==> src/rtl/pipes.sv <==
// Shared definitions for the execute-stage M-extension unit.
//   muldiv_op_t    : decoded RV64M operation code (4 bits)
//   muldiv_state_t : muldiv_unit control states
//   helpers        : op classification predicates and word sign-extension
package pipes;

    typedef enum logic [3:0] {
        MD_MUL   = 4'd0,
        MD_MULW  = 4'd1,
        MD_DIV   = 4'd2,
        MD_DIVU  = 4'd3,
        MD_REM   = 4'd4,
        MD_REMU  = 4'd5,
        MD_DIVW  = 4'd6,
        MD_DIVUW = 4'd7,
        MD_REMW  = 4'd8,
        MD_REMUW = 4'd9
    } muldiv_op_t;

    typedef enum logic [1:0] {
        IDLE,
        BUSY,
        DONE
    } muldiv_state_t;

    // Ops that work on the low 32 bits and sign-extend a 32-bit result.
    function automatic logic is_word_op(muldiv_op_t op);
        case (op)
            MD_MULW, MD_DIVW, MD_DIVUW, MD_REMW, MD_REMUW: return 1'b1;
            default:                                       return 1'b0;
        endcase
    endfunction

    // Ops whose operands are interpreted as two's complement.
    function automatic logic is_signed_op(muldiv_op_t op);
        case (op)
            MD_DIV, MD_REM, MD_DIVW, MD_REMW: return 1'b1;
            default:                          return 1'b0;
        endcase
    endfunction

    function automatic logic is_mul_op(muldiv_op_t op);
        return (op == MD_MUL) || (op == MD_MULW);
    endfunction

    function automatic logic is_rem_op(muldiv_op_t op);
        case (op)
            MD_REM, MD_REMU, MD_REMW, MD_REMUW: return 1'b1;
            default:                            return 1'b0;
        endcase
    endfunction

    function automatic logic [63:0] sext_word(logic [31:0] v);
        return {{32{v[31]}}, v};
    endfunction

endpackage

==> src/rtl/div_restoring.sv <==
// Iterative restoring divider on unsigned magnitudes, one quotient bit per cycle.
//   clk, reset   : clock, synchronous active-high reset
//   start_i      : load operands and begin (64 or 32 iterations per word_i)
//   word_i       : 32-bit operation; operands must be zero-extended magnitudes
//   dividend_i   : dividend magnitude
//   divisor_i    : divisor magnitude (non-zero; zero is handled by the caller)
//   quotient_o   : quotient (low 32 bits valid for word ops)
//   remainder_o  : remainder
//   finish_o     : high during the cycle that performs the last iteration
module div_restoring (
    input  logic        clk,
    input  logic        reset,
    input  logic        start_i,
    input  logic        word_i,
    input  logic [63:0] dividend_i,
    input  logic [63:0] divisor_i,
    output logic [63:0] quotient_o,
    output logic [63:0] remainder_o,
    output logic        finish_o
);

    logic [63:0] rem_q;
    logic [63:0] quo_q;
    logic [63:0] dvs_q;
    logic [6:0]  cnt_q;

    logic [64:0] shifted;
    logic [64:0] diff;
    logic        fits;

    // Shift the next dividend bit into the partial remainder and try to subtract.
    always_comb begin
        shifted = {rem_q, quo_q[63]};
        diff    = shifted - {1'b0, dvs_q};
        fits    = !diff[64];
    end

    always_ff @(posedge clk) begin
        if (reset) begin
            rem_q <= '0;
            quo_q <= '0;
            dvs_q <= '0;
            cnt_q <= '0;
        end else if (start_i) begin
            rem_q <= '0;
            // Word ops park the dividend in the upper half so its MSB shifts out first.
            quo_q <= word_i ? {dividend_i[31:0], 32'h0} : dividend_i;
            dvs_q <= divisor_i;
            cnt_q <= word_i ? 7'd32 : 7'd64;
        end else if (cnt_q != 7'd0) begin
            rem_q <= fits ? diff[63:0] : shifted[63:0];
            quo_q <= {quo_q[62:0], fits};
            cnt_q <= cnt_q - 7'd1;
        end
    end

    assign quotient_o  = quo_q;
    assign remainder_o = rem_q;
    assign finish_o    = (cnt_q == 7'd1);

endmodule

==> src/rtl/muldiv_unit.sv <==
// Iterative RV64M multiply/divide unit sitting beside the ALU in execute.
//   clk, reset : clock, synchronous active-high reset
//   valid      : execute stage holds an M-extension instruction
//   op         : muldiv_op_t operation code
//   a, b       : rs1 / rs2 operands
//   hold       : downstream frozen; result must stay presented
//   flush      : abort and return to IDLE
//   exe_wait   : stall request to the hazard unit (combinational)
//   done       : result valid this cycle
//   result     : operation result, zero outside DONE
module muldiv_unit
    import pipes::*;
#(
    parameter int unsigned XLEN = 64
) (
    input  logic            clk,
    input  logic            reset,
    input  logic            valid,
    input  logic [3:0]      op,
    input  logic [XLEN-1:0] a,
    input  logic [XLEN-1:0] b,
    input  logic            hold,
    input  logic            flush,
    output logic            exe_wait,
    output logic            done,
    output logic [XLEN-1:0] result
);

    muldiv_state_t state_q, state_d;
    logic [6:0]    cnt_q, cnt_d;

    muldiv_op_t    op_q;
    logic [63:0]   a_q;
    logic          dz_q, ovf_q, q_neg_q, r_neg_q;
    logic [63:0]   acc_q, mcand_q, mplier_q;

    // Decode of the incoming instruction.
    muldiv_op_t  op_in;
    logic        in_word, in_signed, in_mul;
    logic        a_sgn, b_sgn;
    logic [63:0] a_ext, b_ext, a_neg, b_neg, a_mag, b_mag;
    logic        dz_in, ovf_in, special_in;
    logic        start, div_start, last_iter;

    logic [63:0] div_quo, div_rem;
    logic        div_finish;
    logic [63:0] res_fix;

    always_comb begin
        op_in     = muldiv_op_t'(op);
        in_word   = is_word_op(op_in);
        in_signed = is_signed_op(op_in);
        in_mul    = is_mul_op(op_in);
        a_ext     = in_word ? {32'h0, a[31:0]} : a;
        b_ext     = in_word ? {32'h0, b[31:0]} : b;
        a_sgn     = in_signed && (in_word ? a[31] : a[63]);
        b_sgn     = in_signed && (in_word ? b[31] : b[63]);
        a_neg     = -a_ext;
        b_neg     = -b_ext;
        a_mag     = a_sgn ? (in_word ? {32'h0, a_neg[31:0]} : a_neg) : a_ext;
        b_mag     = b_sgn ? (in_word ? {32'h0, b_neg[31:0]} : b_neg) : b_ext;
        dz_in     = !in_mul && (b_ext == 64'h0);
        ovf_in    = !in_mul && in_signed &&
                    (in_word ? ((a[31:0] == 32'h8000_0000) && (b[31:0] == 32'hFFFF_FFFF))
                             : ((a == 64'h8000_0000_0000_0000) && (b == '1)));
        special_in = dz_in || ovf_in;
        start      = (state_q == IDLE) && valid && !flush;
        div_start  = start && !in_mul && !special_in;
    end

    // Mul and div counters run in lockstep; the divider flags its own last step.
    assign last_iter = is_mul_op(op_q) ? (cnt_q == 7'd1) : div_finish;

    // State register.
    always_ff @(posedge clk) begin
        if (reset) begin
            state_q <= IDLE;
            cnt_q   <= '0;
        end else begin
            state_q <= state_d;
            cnt_q   <= cnt_d;
        end
    end

    // Next-state logic.
    always_comb begin
        state_d = state_q;
        cnt_d   = cnt_q;
        if (flush) begin
            state_d = IDLE;
            cnt_d   = '0;
        end else begin
            case (state_q)
                IDLE: begin
                    if (valid) begin
                        if (special_in) begin
                            state_d = DONE;
                        end else begin
                            state_d = BUSY;
                            cnt_d   = in_word ? 7'd32 : 7'd64;
                        end
                    end
                end
                BUSY: begin
                    cnt_d = cnt_q - 7'd1;
                    if (last_iter) state_d = DONE;
                end
                DONE: begin
                    // valid may still be high here; only IDLE accepts a new op.
                    if (!hold) state_d = IDLE;
                end
                default: state_d = IDLE;
            endcase
        end
    end

    // Operand latch and shift-add multiplier.
    always_ff @(posedge clk) begin
        if (reset) begin
            op_q     <= MD_MUL;
            a_q      <= '0;
            dz_q     <= 1'b0;
            ovf_q    <= 1'b0;
            q_neg_q  <= 1'b0;
            r_neg_q  <= 1'b0;
            acc_q    <= '0;
            mcand_q  <= '0;
            mplier_q <= '0;
        end else if (start) begin
            op_q     <= op_in;
            a_q      <= a;
            dz_q     <= dz_in;
            ovf_q    <= ovf_in;
            q_neg_q  <= a_sgn ^ b_sgn;
            r_neg_q  <= a_sgn;
            acc_q    <= '0;
            // Low product bits are sign-agnostic, so raw operands suffice.
            mcand_q  <= a_ext;
            mplier_q <= b_ext;
        end else if ((state_q == BUSY) && is_mul_op(op_q)) begin
            acc_q    <= acc_q + (mplier_q[0] ? mcand_q : 64'h0);
            mcand_q  <= {mcand_q[62:0], 1'b0};
            mplier_q <= {1'b0, mplier_q[63:1]};
        end
    end

    div_restoring u_div (
        .clk        (clk),
        .reset      (reset),
        .start_i    (div_start),
        .word_i     (in_word),
        .dividend_i (a_mag),
        .divisor_i  (b_mag),
        .quotient_o (div_quo),
        .remainder_o(div_rem),
        .finish_o   (div_finish)
    );

    function automatic logic [63:0] sign_fix(logic [63:0] v, logic neg, logic word);
        logic [63:0] t;
        t = neg ? -v : v;
        return word ? sext_word(t[31:0]) : t;
    endfunction

    // Final result from registered state; only presented in DONE.
    always_comb begin
        res_fix = '0;
        if (is_mul_op(op_q)) begin
            res_fix = is_word_op(op_q) ? sext_word(acc_q[31:0]) : acc_q;
        end else if (dz_q) begin
            res_fix = is_rem_op(op_q) ? (is_word_op(op_q) ? sext_word(a_q[31:0]) : a_q) : '1;
        end else if (ovf_q) begin
            res_fix = is_rem_op(op_q) ? 64'h0
                                      : (is_word_op(op_q) ? sext_word(a_q[31:0]) : a_q);
        end else if (is_rem_op(op_q)) begin
            res_fix = sign_fix(div_rem, r_neg_q, is_word_op(op_q));
        end else begin
            res_fix = sign_fix(div_quo, q_neg_q, is_word_op(op_q));
        end
    end

    // Outputs.
    always_comb begin
        exe_wait = !flush && (((state_q == IDLE) && valid) || (state_q == BUSY));
        done     = (state_q == DONE);
        result   = done ? res_fix : '0;
    end

endmodule

==> config.mk <==
export PLATFORM = sky130hd
export DESIGN_NAME = muldiv_unit
export DESIGN_NICKNAME = d
export VERILOG_FILES = /design/src/rtl/pipes.sv /design/src/rtl/div_restoring.sv /design/src/rtl/muldiv_unit.sv
export SDC_FILE = /design/constraint.sdc
export NUM_CORES = 2
export LEC_CHECK = 0
export CORE_ASPECT_RATIO = 1.5
export CORE_UTILIZATION = 25
export CTS_BUF_LIST = sky130_fd_sc_hd__clkbuf_16
export CTS_CLUSTER_SIZE = 28
export DETAILED_ROUTE_END_ITERATION = 6
export SLEW_MARGIN = 20
export SYNTH_ARGS = -nofsm -noshare
export SYNTH_HDL_FRONTEND = slang
export SYNTH_HIERARCHICAL = 1
export SYNTH_SLANG_ARGS = --single-unit
==> constraint.sdc <==
create_clock -name clk -period 4.5 [get_ports clk]
set_clock_uncertainty 0.1 [all_clocks]
set_input_delay 0.45 -clock clk [delete_from_list [all_inputs] [get_ports clk]]
set_output_delay 0.45 -clock clk [all_outputs]
set_load 0.05 [all_outputs]
==> metrics.log <==
[metrics] clock tree from TritonCTS: yes
[metrics] Final Routed Wirelength: 171300 um
[metrics] total routing resource utilization after global routing: 23.16%
[metrics] met1 layer wirelength in the final routing: 60220 um
[metrics] Die Y: 463.6 um
[metrics] via count: 38910
[metrics] maximum fanout along the worst path: 6
[metrics] routed length on met3: 8816 um
[metrics] shortest period the worst path allows: 4.778 ns
[metrics] delay contributed by the slowest stage of the critical path: 0.50 ns
[metrics] met2 wirelength from detailed routing: 85520 um
[metrics] register area share after synthesis: 26.60%
[metrics] Sinks on Clock Net: 472
[metrics] Worst Setup Path Type: reg -> out
[metrics] kind of start point of the critical path: flip-flop
[metrics] Post-synth ARST share: 0%
[metrics] area enclosed by the die boundary: 143600 sq um
[metrics] critical path's top delay family: simple AND/OR/NAND/NOR gates
[metrics] CP required: 3.95 ns
[metrics] initial core utilization: 25.14%
[metrics] count of input and output buffers: 202
[metrics] number of hold violations in the final report: 0
[metrics] floorplan row count: 169
[metrics] total CTS buffers: 52
[metrics] Final GP Congestion: 1.056
[metrics] number of unique standard cell types used by synthesis: 98
[metrics] Reg2Reg Launch Point: u_div/remainder_o[3]
[metrics] final core occ: 32.77%
[metrics] highest routing layer actually used: met5
[metrics] number of buffers added to fix hold violations after cts: 0
[metrics] maximum number of pins on one net before global-route repair: 156
[metrics] number of antenna violations at the first check in global routing: 13
[metrics] io pins: 203
[metrics] achievable clock frequency: 0.2093 GHz
[metrics] Area Growth Syn to Fin: 30.34%
[metrics] synthesized netlist cell count: 4859
[metrics] routed len/inst: 23.88 um
[metrics] count of warnings emitted by yosys: 6
[metrics] total buffers and inverters traversed by the critical path: 5
[metrics] wire length of the first global-routing pass: 250000 um
[metrics] worst rel slew slack: 11.98%
[metrics] violations in the final reports: design-rule violations, negative setup slack
[metrics] Die Width: 309.8 um
[metrics] ratio of cells with drive above 1 in the final layout: 17.63%
[metrics] number of enable-type register cells in the synthesized netlist: 0
[metrics] instance area at placement: 42770 sq um
[metrics] PwrDens: 435.9 nW/um^2
[metrics] launch point of the worst hold path: reset
[metrics] final-stage net count: 5523
[metrics] crit end category: primary output
[metrics] type of the worst min-delay path: in -> reg
[metrics] VDD IR-drop max: 0.0002958 V
[metrics] net count of the mapped netlist: 5134
[metrics] most used flip-flop cell after synthesis: sky130_fd_sc_hd__dfxtp_1
[metrics] Post-Synthesis Cell Area: 35520 sq um
[metrics] CP most frequent cell: sky130_fd_sc_hd__buf_6
[metrics] buffer type at the clock tree root: sky130_fd_sc_hd__clkbuf_16
[metrics] CP arrival: 4.23 ns
[metrics] number of standard cells in the layout, taps in and fillers out: 7173
[metrics] Setup Slack @ Placement: -0.1209 ns
[metrics] cells along the critical path: buf_6 -> or4_4 -> nor4_4 -> buf_4 -> nand3_4 -> o21ai_4 -> xnor2_2 -> nand2b_1 -> a21o_1 -> nor3_2 -> buf_6 -> o21a_1 -> nor2_4 -> buf_8 -> a311oi_2 -> buf_12
[metrics] clock transition at the registers of the reported paths: 0.06 ns
[metrics] run status: complete, but fails checks
[metrics] via-per-instance ratio: 5.425
[metrics] remaining routing DRC violations: 9
[metrics] crit path max-delay cell type: sky130_fd_sc_hd__or4_4
[metrics] final clock period utilization by the worst path: 106.2%
[metrics] number of iterations in the first detailed-routing pass: 7
[metrics] insertion delay to the later sink of the worst-skew pair: 0.69 ns
[metrics] slew at the pin closest to its max-slew limit: 1.311 ns
[metrics] setup repair after global routing missed its margin: true
[metrics] number of levels the H-tree was split into: 2
[metrics] remaining antenna violation count after routing: 0
[metrics] final setup violating endpoints: 33
[metrics] Seq cells post-synth: 472
[metrics] Max Transition Viols Final: 0
[metrics] buffers from clock root to sink, at most: 3
[metrics] Starting DRT DRC Count: 3290
[metrics] synthesized area per cell: 7.309 sq um
[metrics] final worst slack: -0.2781 ns
[metrics] leak pwr: 17.56 nW
[metrics] Max-Cap Viols: 0
[metrics] Placed Cells: 7033
[metrics] Layout Cell Area excl Fill: 46290 sq um
[metrics] half-perimeter wire length after detailed placement: 133500 um
[metrics] launch point of the worst path: u_div/remainder_o[3]
[metrics] number of global-route vias before repair: 38340
[metrics] total grt overflow: 0
[metrics] core area: 141300 sq um
==> placed cells by master (no fill, tap or decap), types with 22 or more instances in the layout <==
| cell | count |
|---|---|
| sky130_fd_sc_hd__a21oi_1 | 514 |
| sky130_fd_sc_hd__o31ai_1 | 34 |
| sky130_fd_sc_hd__a22oi_1 | 68 |
| sky130_fd_sc_hd__nand3_1 | 55 |
| sky130_fd_sc_hd__buf_12 | 69 |
| sky130_fd_sc_hd__a211oi_1 | 132 |
| sky130_fd_sc_hd__a21o_1 | 68 |
| sky130_fd_sc_hd__nor4_1 | 38 |
| sky130_fd_sc_hd__o21ai_0 | 289 |
| sky130_fd_sc_hd__nor3_1 | 74 |
| sky130_fd_sc_hd__mux2i_1 | 145 |
| sky130_fd_sc_hd__clkdlybuf4s50_1 | 137 |
| sky130_fd_sc_hd__and2_1 | 117 |
| sky130_fd_sc_hd__or4_1 | 35 |
| sky130_fd_sc_hd__o21bai_1 | 35 |
| sky130_fd_sc_hd__xor2_1 | 143 |
| sky130_fd_sc_hd__nor2_1 | 454 |
| sky130_fd_sc_hd__dfxtp_1 | 462 |
| sky130_fd_sc_hd__nand2_1 | 610 |
| sky130_fd_sc_hd__a31oi_1 | 60 |
| sky130_fd_sc_hd__inv_1 | 145 |
| sky130_fd_sc_hd__nand4_1 | 49 |
| sky130_fd_sc_hd__ha_1 | 135 |
| sky130_fd_sc_hd__a222oi_1 | 57 |
| sky130_fd_sc_hd__or3_4 | 22 |
| sky130_fd_sc_hd__xnor2_1 | 197 |
| sky130_fd_sc_hd__nand2b_1 | 30 |
| sky130_fd_sc_hd__clkbuf_16 | 53 |
| sky130_fd_sc_hd__buf_4 | 459 |
| sky130_fd_sc_hd__or3_1 | 37 |
==> per-stage QoR <==
step	hold slack, ns	setup TNS (ns)	power [W]
2_1_floorplan	0.3174	-0.01575	0.01156
3_3_place_gp	0.3265	-2.919	0.01479
3_5_place_dp	0.3407	-2.682	0.01486
4_1_cts	0.1201	-3.509	0.01979
5_1_grt	0.1605	-8.374	0.02118
6_report	0.1559	-5.334	0.02018
==> final timing paths <==
path,slack [ns],end,depth (start not counted)
setup / recovery,-0.28,result[55],16
setup reg to reg,0.17,u_div/remainder_o[60],16
hold / removal,0.16,u_div/dvs_q[46],2
hold reg to reg,0.35,a_q[7],2
==> registers in the layout, indices dropped and copies added, names as in the netlist, 7 cells and up <==
register and count:
a_q 64, acc_q 64, cnt_q 7, mcand_q 64, mplier_q 64, u_div/cnt_q 7, u_div/dvs_q 64, u_div/quotient_o 64
u_div/remainder_o 64
==> power breakdown <==
group	switching (W)	total, W	internal, W
Sequential	0.000506	0.00510	0.00459
Combinational	0.00639	0.0105	0.00416
Clock	0.00206	0.00453	0.00248
Total	0.00895	0.0202	0.0112
==> kinds of logic after synthesis <==
group                    Yosys count  synth area share, %
AO/OA/AOI/OAI                   1545                27.69
XOR/XNOR                         364                8.976
adder cells (fa/ha/maj)          138                4.904
buffers and inverters            494                5.383
flip-flops                       472                26.60
multiplexers                     146                4.118
AND/OR/NAND/NOR                 1700                22.32
==> metal layers <==
layer / track usage [%] / vias up
met2: 41.44 / 1487
met3: 2.919 / 506
met5: 0 / -
met4: 19.20 / 12
li1: - / 18280
met1: 23.84 / 18630
==> cell type report <==
type,count,area [sq um]
Clock inverter,40,416.7
Antenna cell,6,15.01
Sequential cell,472,9469
Inverter,144,543.0
Fill cell,15080,94960
Timing Repair Buffer,685,6449
Tap cell,1881,2354
Clock buffer,52,1301
Multi-Input combinational cell,3893,25740
==> cell usage after synthesis (39+ instances only) <==
cell,count,share of area [%]
sky130_fd_sc_hd__mux2i_1,145,4.1
sky130_fd_sc_hd__nand2_1,619,6.5
sky130_fd_sc_hd__a21oi_1,529,7.5
sky130_fd_sc_hd__a31oi_1,65,1.1
sky130_fd_sc_hd__inv_1,143,1.5
sky130_fd_sc_hd__a21o_1,69,1.5
sky130_fd_sc_hd__nor2_1,470,5.0
sky130_fd_sc_hd__nand4_1,49,0.86
sky130_fd_sc_hd__clkbuf_1,301,3.2
sky130_fd_sc_hd__a222oi_1,57,1.6
sky130_fd_sc_hd__nand3_1,62,0.87
sky130_fd_sc_hd__nor4_1,50,0.88
sky130_fd_sc_hd__dfxtp_1,472,27
sky130_fd_sc_hd__or3_1,58,1.0
sky130_fd_sc_hd__o21ai_0,316,4.5
sky130_fd_sc_hd__ha_1,136,4.8
sky130_fd_sc_hd__a211oi_1,132,2.8
sky130_fd_sc_hd__o31ai_1,39,0.82
sky130_fd_sc_hd__xor2_1,158,3.9
sky130_fd_sc_hd__or4_1,40,0.85
sky130_fd_sc_hd__xnor2_1,206,5.1
sky130_fd_sc_hd__nor3_1,92,1.3
sky130_fd_sc_hd__a22oi_1,74,1.6
sky130_fd_sc_hd__and2_1,117,2.1
==> what timing repair did <==
item,4_1_cts,5_1_grt
resized for setup,179,107
setup endpoints to repair,41,49
gates cloned,0,1
buffers inserted,16,30
pin swaps,64,76
No activity file was read; power rests on OpenSTA's default activity.
